$ cat src/rtl/exec_ctrl_pkg.sv
// Shared encodings for the execution controller: FSM states, halt causes and the EBREAK opcode.
package exec_ctrl_pkg;

  typedef enum logic [1:0] {
    StHalt = 2'd0,
    StRun  = 2'd1,
    StStep = 2'd2
  } state_e;

  typedef enum logic [1:0] {
    CauseNone       = 2'd0,
    CauseHaltReq    = 2'd1,
    CauseBreakpoint = 2'd2,
    CauseEbreak     = 2'd3
  } cause_e;

  localparam logic [31:0] EBREAK_INSTR = 32'h00100073;

endpackage

$ cat src/rtl/EventCounter.sv
// Wrapping event counter with synchronous clear (clear beats increment) and async reset.
module EventCounter #(
  parameter int unsigned WIDTH = 32
) (
  input  logic             clk,
  input  logic             reset,
  input  logic             inc,
  input  logic             clr,
  output logic [WIDTH-1:0] count
);

  logic [WIDTH-1:0] r_count;

  always_ff @(posedge clk or posedge reset) begin
    if (reset) begin
      r_count <= '0;
    end else if (clr) begin
      r_count <= '0;
    end else if (inc) begin
      r_count <= r_count + WIDTH'(1);
    end
  end

  assign count = r_count;

endmodule

$ cat src/rtl/exec_controller.sv
// Run/step/halt controller gating datapath commits, with breakpoint/ebreak stop and event counters.
module exec_controller
  import exec_ctrl_pkg::*;
#(
  parameter bit          START_RUNNING = 1'b0,
  parameter int unsigned CNT_WIDTH     = 32
) (
  input  logic                 clk,
  input  logic                 reset,
  input  logic                 run_req,
  input  logic                 step_req,
  input  logic                 halt_req,
  input  logic                 bp_en,
  input  logic [31:0]          bp_addr,
  input  logic [31:0]          pc,
  input  logic [31:0]          instr,
  input  logic                 clr_cnt,
  output logic                 commit_en,
  output logic [1:0]           state,
  output logic                 halted,
  output logic [1:0]           halt_cause,
  output logic [CNT_WIDTH-1:0] cycle_cnt,
  output logic [CNT_WIDTH-1:0] retired_cnt
);

  state_e r_state, w_state_next;
  cause_e r_cause, w_cause_next;
  // Set for the first RUN cycle after HALT so a resume at a breakpoint/ebreak commits it once.
  logic   r_first, w_first_next;
  logic   w_bp_hit, w_ebreak, w_stop, w_commit;

  always_comb begin
    w_bp_hit     = bp_en && (pc == bp_addr);
    w_ebreak     = (instr == EBREAK_INSTR);
    w_state_next = r_state;
    w_cause_next = r_cause;
    w_first_next = 1'b0;
    w_stop       = 1'b0;
    w_commit     = 1'b0;
    unique case (r_state)
      StHalt: begin
        if (step_req) begin
          w_state_next = StStep;
          w_cause_next = CauseNone;
        end else if (run_req) begin
          w_state_next = StRun;
          w_cause_next = CauseNone;
          w_first_next = 1'b1;
        end
      end
      StRun: begin
        w_stop   = halt_req || (!r_first && (w_bp_hit || w_ebreak));
        w_commit = !w_stop;
        if (w_stop) begin
          w_state_next = StHalt;
          if (halt_req) begin
            w_cause_next = CauseHaltReq;
          end else if (w_bp_hit) begin
            w_cause_next = CauseBreakpoint;
          end else begin
            w_cause_next = CauseEbreak;
          end
        end
      end
      StStep: begin
        w_commit     = 1'b1;
        w_state_next = StHalt;
        w_cause_next = CauseHaltReq;
      end
      default: begin
        w_state_next = StHalt;
      end
    endcase
  end

  always_ff @(posedge clk or posedge reset) begin
    if (reset) begin
      r_state <= START_RUNNING ? StRun : StHalt;
      r_cause <= CauseNone;
      r_first <= 1'b0;
    end else begin
      r_state <= w_state_next;
      r_cause <= w_cause_next;
      r_first <= w_first_next;
    end
  end

  assign commit_en  = w_commit && !reset;
  assign state      = r_state;
  assign halted     = (r_state == StHalt);
  assign halt_cause = r_cause;

  EventCounter #(
    .WIDTH(CNT_WIDTH)
  ) u_cycle_cnt (
    .clk  (clk),
    .reset(reset),
    .inc  (1'b1),
    .clr  (clr_cnt),
    .count(cycle_cnt)
  );

  EventCounter #(
    .WIDTH(CNT_WIDTH)
  ) u_retired_cnt (
    .clk  (clk),
    .reset(reset),
    .inc  (commit_en),
    .clr  (clr_cnt),
    .count(retired_cnt)
  );

endmodule

$ cat config.mk
export PLATFORM = sky130hd
export DESIGN_NAME = exec_controller
export DESIGN_NICKNAME = d
export VERILOG_FILES = /design/src/rtl/exec_ctrl_pkg.sv /design/src/rtl/EventCounter.sv /design/src/rtl/exec_controller.sv
export SDC_FILE = /design/constraint.sdc
export NUM_CORES = 1
export LEC_CHECK = 0
export ABC_CLOCK_PERIOD_IN_PS = 3000
export BUFFER_PORTS_ARGS = -buffer_cell sky130_fd_sc_hd__buf_2
export CORE_UTILIZATION = 49
export DETAILED_ROUTE_END_ITERATION = 8
export GPL_TIMING_DRIVEN = 0
export HOLD_SLACK_MARGIN = 0.1
export PLACE_DENSITY = 0.81
export SYNTH_ARGS = -nofsm -noshare
export SYNTH_HDL_FRONTEND = slang
export SYNTH_SLANG_ARGS = --single-unit
$ cat constraint.sdc
create_clock -name clk -period 3 [get_ports clk]
set_input_delay 0.15 -clock clk [delete_from_list [all_inputs] [get_ports clk]]
set_output_delay 0.15 -clock clk [all_outputs]
set_load 0.02 [all_outputs]
==> After elaboration in Yosys (flattened, before gate mapping) <==
Index checks and enable logic that the tools add are counted.
{ "totals": {"output_inout_bits": 70, "elab_cells": 43, "reg_bits": 69} }
{ "op_classes": {"reduce_logical": 13, "n_eq_ne": 6, "mux": 17, "n_addsub": 2} }
{ "ops": {"columns": ["cell", "count"], "rows": [
  ["32-bit two-way mux", 3],
  ["32-bit by 1-bit adder with 32-bit output (second input constant)", 2],
  ["32-bit by 21-bit == test with 1-bit output (second input constant)", 1],
  ["32-bit == test", 1],
  ["2-bit two-way mux", 7],
  ["2-bit one-hot mux with 3 select lines", 1],
  ["1-bit two-way mux", 4],
  ["2-bit one-hot mux with 2 select lines", 1],
  ["1-bit logical AND", 3],
  ["1-bit zero test", 3],
  ["3-bit inequality test (second input constant)", 1],
  ["3-bit AND reduction", 1],
  ["3-bit nonzero test", 1],
  ["2-bit by 1-bit == test with 1-bit output (second input constant)", 1],
  ["2-bit == test (second input constant)", 1],
  ["2-bit zero test", 1],
  ["1-bit logical OR", 2],
  ["2-bit inequality test (second input constant)", 1],
  ["1-bit one-hot mux with 2 select lines", 1],
  ["2-bit AND reduction", 1],
  ["2-bit nonzero test", 1]
]} }

==> Depth between registers and ports, before layout <==
{ "depth": {"depth_word": 10, "depth_mapped": 10, "ltp_nobuf": 8} }

==> By module <==
A second synthesis with hierarchy kept.
{ "unflattened": {"cells_unflattened": 458, "hier_area_um2": 4299.1} }
{ "modules_own_cells": {"columns": ["mod", "instances", "area_each_um2", "cells_per_inst", "seq_area_each_um2"], "rows": [
  ["EventCounter", 2, 1749.2, 184, 800.8],
  ["exec_controller", 1, 800.8, 90, 125.1]
]} }

==> Worst setup path after synthesis <==
No wires, ideal clock.
{ "synth_path": {"path_kind": "input port to flip-flop", "start": "input reset", "end": "register u_retired_cnt.r_count[14], in the netlist u_retired_cnt.count[14]", "slack_ns": 0.119, "path_stages": 5, "n_path_buf": 0, "arrival_ns": 2.803, "setup_ns": 0.078, "cell_sequence": "inv_1 nand2_1 nor2_1 or4b_2 a21oi_1"} }
{ "synth_between": {"elab_chain_len": 3} }
{ "synth_lines": {"columns": ["item", "line", "source"], "rows": [
  ["start, declared", "exec_controller.sv:9", "input logic reset,"],
  ["1-bit zero test (no source line)", null, null],
  ["1-bit logical AND", "exec_controller.sv:88", "assign commit_en = w_commit && !reset;"],
  ["2-bit nonzero test (no source line)", null, null],
  ["end signal, assigned", "EventCounter.sv:20", "r_count <= r_count + WIDTH'(1);"],
  ["end, declared", "EventCounter.sv:12", "logic [WIDTH-1:0] r_count;"]
]} }
No other way between the ends.
A chain may end at the register's enable or synchronous reset.

==> Worst setup path in the final report <==
{ "layout_path": {"start": "register r_state[0], in the netlist state[0]", "end": "register u_retired_cnt.r_count[9], in the netlist u_retired_cnt.count[9]"} }
{ "layout_between": {"elab_chain_len": 4, "elab_cells_between_ends": 5, "cone_classes": "eq/ne: 2; mux: 1; reduce/logical: 2"} }
{ "layout_lines": {"columns": ["item", "line", "source"], "rows": [
  ["start, declared", "exec_controller.sv:26", "state_e r_state, w_state_next;"],
  ["start signal, assigned", "exec_controller.sv:78", "r_state <= START_RUNNING ? StRun : StHalt;"],
  ["start signal, assigned", "exec_controller.sv:82", "r_state <= w_state_next;"],
  ["2-bit == test / 2-bit by 1-bit == test with 1-bit output (equally long branches)", "exec_controller.sv:40", "unique case (r_state)"],
  ["1-bit one-hot mux with 2 select lines *", "exec_controller.sv:40", null],
  ["1-bit logical AND *", "exec_controller.sv:88", null],
  ["2-bit nonzero test (no source line) *", null, null]
]} }
Mark *: on every way between the ends. The rest lies on a longest branch, timed or not.

==> run metrics <==
number of nets still failing antenna checks after routing 0; Synth top area share 0.414; TritonCTS Buffers 9; core area just over 0.008 mm^2; worst slew pin tran 0.881 ns; Mapped Avg Cell Area between 9 and 10 um^2; largest net degree at the start of global routing 71; Avg WL per Cell between 15 and 20 um; fin util 0.659; FFs w/ async S/R, synth 1.00; CTS tree built; worst hold stages 4; I/O pin count ~170; crit end category flop; P_leak about 2.5 nW; synth warn 0; Reg-to-Reg Start state[0]; status completed; CP startpoint kind flop; Synth area leader dfrtp_1; Post-Synth Adder-Cell Area 0.0150; drt drc 0; site row count 33; CTS Root Cell clkbuf_8; RSZ-0062 raised after global routing false; flop2flop setup slack about 0.31 ns; dpl ws about 0.32 ns; Final GP Congestion 0.876; Max H-tree Level 3; worst path buffer plus inverter count 2; synthesized area between 0.004 and 0.005 mm^2; top_reg_cell synth dfrtp_1; Slew headroom 0.413; Max clock buf depth 2; vias per cell roughly 5.6; share of cells above drive strength 1 0.340; diode count 0; Finished Layout Cells ~750; mux cell area share after synthesis 0.0186; P&R area growth vs syn 30.0%; Cells after Synth between 400 and 500; cell area power density around 450 mW/mm^2; DRT iter0 DRCs 268; Sink Count 69; Tmin final approximately 2.7 ns; Worst EP arrival 2.96 ns; Syn Nets ~560; vias in the first global route approximately 4000; post-synthesis compound-gate area fraction 0.0898; global router's overall resource usage 0.280; fmax about 0.37 GHz; clock-pin slew on the worst setup and hold paths 0.08 ns; routed wire length roughly 12000 um; Crit Path Category flop to flop; latest clock arrival within the worst-skew pair around 0.35 ns; IO Port Bufs about 170; Max Slew Vio Count 0; Hold EP halt_cause[1]; die area 0.00888 mm^2; Seq/Total Area, Yosys 0.414; crit-path max FO 10; hold path start halt_req; final setup fails 0; Inst Count DP 730; crit path cell chain inv_1, ha_1, nor2b_1, nand3_2, clkbuf_1, or4_2, a21oi_1; slack of the critical path 0.310 ns; Final Cycle Share 0.897; fin nets around 750; Distinct cells, synth 52; CP delay by family, top simple AND/OR/NAND/NOR gates; synth top area cells dfrtp_1 (41%), xnor2_1 (8.4%), xor2_1 (4.6%); GRT overflow 0; FF-to-FF End u_retired_cnt.count[9]; Crit path largest cell delay between 0.6 and 0.7 ns; antenna violations before repair 0; CP Data Required Time 3.27 ns; total number of vias approximately 4200; Initial Utilization 0.507; hpwl dp slightly below 9000 um; maximum capacitance violations 0; Post-Synth Simple-Gate Area 0.305; Synth Area in XOR/XNOR 0.130; first-pass GRT wire length 19400 um; Die X ~94 um; DR pass1 iterations 5; Worst Reg-to-Reg Cells 7; setup TNS 0 ns; cts repair resizes 0; slowest CP cell or4_2; Worst VDD drop between 0.3 and 0.4 mV; main combinational cell family by area after synthesis simple AND/OR/NAND/NOR gates; #FFs+latches synth 69; endpoints failing hold 0; Hold WC Path Type input port to flop; Post-synth EDFFs 0; Die H roughly 94 um; clk_skew approximately 0.0099 ns
-- through the flow --
step                cell area (um^2)  total power [mW]  hold WS [ns]
global placement                5160              1.55         0.403
detailed placement              5160              1.56         0.402
floorplan                       4170              1.36         0.273
CTS                             5420              2.44         0.125
finish                          5420              2.42         0.129
global route                    5420              2.53         0.142
-- tightest hold or removal path, delay by kind of cell --
| kind | cells | cell delay, ns |
|---|---|---|
| AND/OR/NAND/NOR | 2 | 0.13 |
| buffers and inverters | 1 | 0.10 |
| multiplexers | 1 | 0.06 |
-- area by class of cell --
| cell class | instances | area, um^2 |
|---|---|---|
| fill | 716 | 2800 |
| multi-input combinational | 357 | 2330 |
| sequential | 69 | 1730 |
| timing repair buffer | 175 | 891 |
| clock buffer | 11 | 141 |
| tap | 105 | 131 |
| clock inverter | 5 | 83.8 |
| buffer | 15 | 66.3 |
| inverter | 12 | 47.5 |
-- Yosys cell counts, types with 2 or more instances --
library cell,n
nor2b_1,12
o41ai_1,2
clkbuf_1,9
mux2_2,5
nor3_2,4
buf_1,2
nand2b_1,2
o31ai_1,13
buf_2,2
xnor2_1,40
and3_1,11
nand4_1,27
nor2_1,49
nor4_2,2
nor4_1,7
or4_2,2
inv_1,12
nand3_1,35
or4_1,13
dfrtp_1,69
o21ai_0,10
nor3_1,5
nor4b_1,2
and2_1,2
a21oi_1,27
nand2_1,27
or2_2,2
or3_1,9
ha_1,5
or4b_2,2
buf_4,2
xor2_1,22
-- flip-flops by register name (all words and copies together), names as in the netlist --
name                 cells
halt_cause               2
u_retired_cnt.count     32
u_cycle_cnt.count       32
state                    2
r_first                  1
-- cell families after synthesis --
logic type	Yosys count
mux	7
simple gates	223
fa+ha+maj	5
flops	69
compound gates	60
xor+xnor	62
buf+inv	27
-- repair_timing --
item,in CTS,in global routing
endpoints found under the hold margin,71,0
buffers inserted,0,0
hold buffers,3,0
-- power breakdown --
| group | switching, mW | total, mW | internal, mW |
|---|---|---|---|
| combinational | 0.359 | 0.577 | 0.218 |
| sequential | 0.0242 | 0.979 | 0.955 |
| clock | 0.372 | 0.865 | 0.492 |
| total | 0.755 | 2.42 | 1.67 |
-- metal layers --
layer	up-vias	part of all wire	global-route usage
li1	2006	-	-
met1	2010	0.43	0.366
met2	145	0.48	0.442
met3	28	0.070	0.0728
met4	0	0.020	0.103
met5	-	0	0
-- layout by cell type (no fill, tap or decap), types with 3 or more instances in the layout --
master,n
or4_1,13
mux2_2,5
inv_1,11
nand4_1,27
o31ai_1,13
nor4_1,7
ha_1,5
nor3_1,5
nor2_1,49
nor3_2,4
and3_1,11
clkbuf_8,10
dfrtp_1,69
xnor2_1,40
nand2_1,27
xor2_1,22
nand3_1,35
nor2b_1,12
a21oi_1,27
o21ai_0,10
buf_2,174
or3_1,9
clkbuf_1,10
dlygate4sd3_1,3
-- how the worst max path moves through the flow --
stage | startpoint | to | slack [ns] | cells past startpoint
after floorplan | reset | u_retired_cnt.count[14] | 0.12 | 5
after global placement | reset | u_retired_cnt.count[14] | -0.77 | 6
after detailed placement | state[0] | u_retired_cnt.count[9] | 0.32 | 7
after CTS | state[0] | u_retired_cnt.count[9] | 0.27 | 7
after global routing | state[0] | u_retired_cnt.count[9] | 0.11 | 7
final | state[0] | u_retired_cnt.count[9] | 0.31 | 7
No activity file was read; power rests on OpenSTA's default activity.
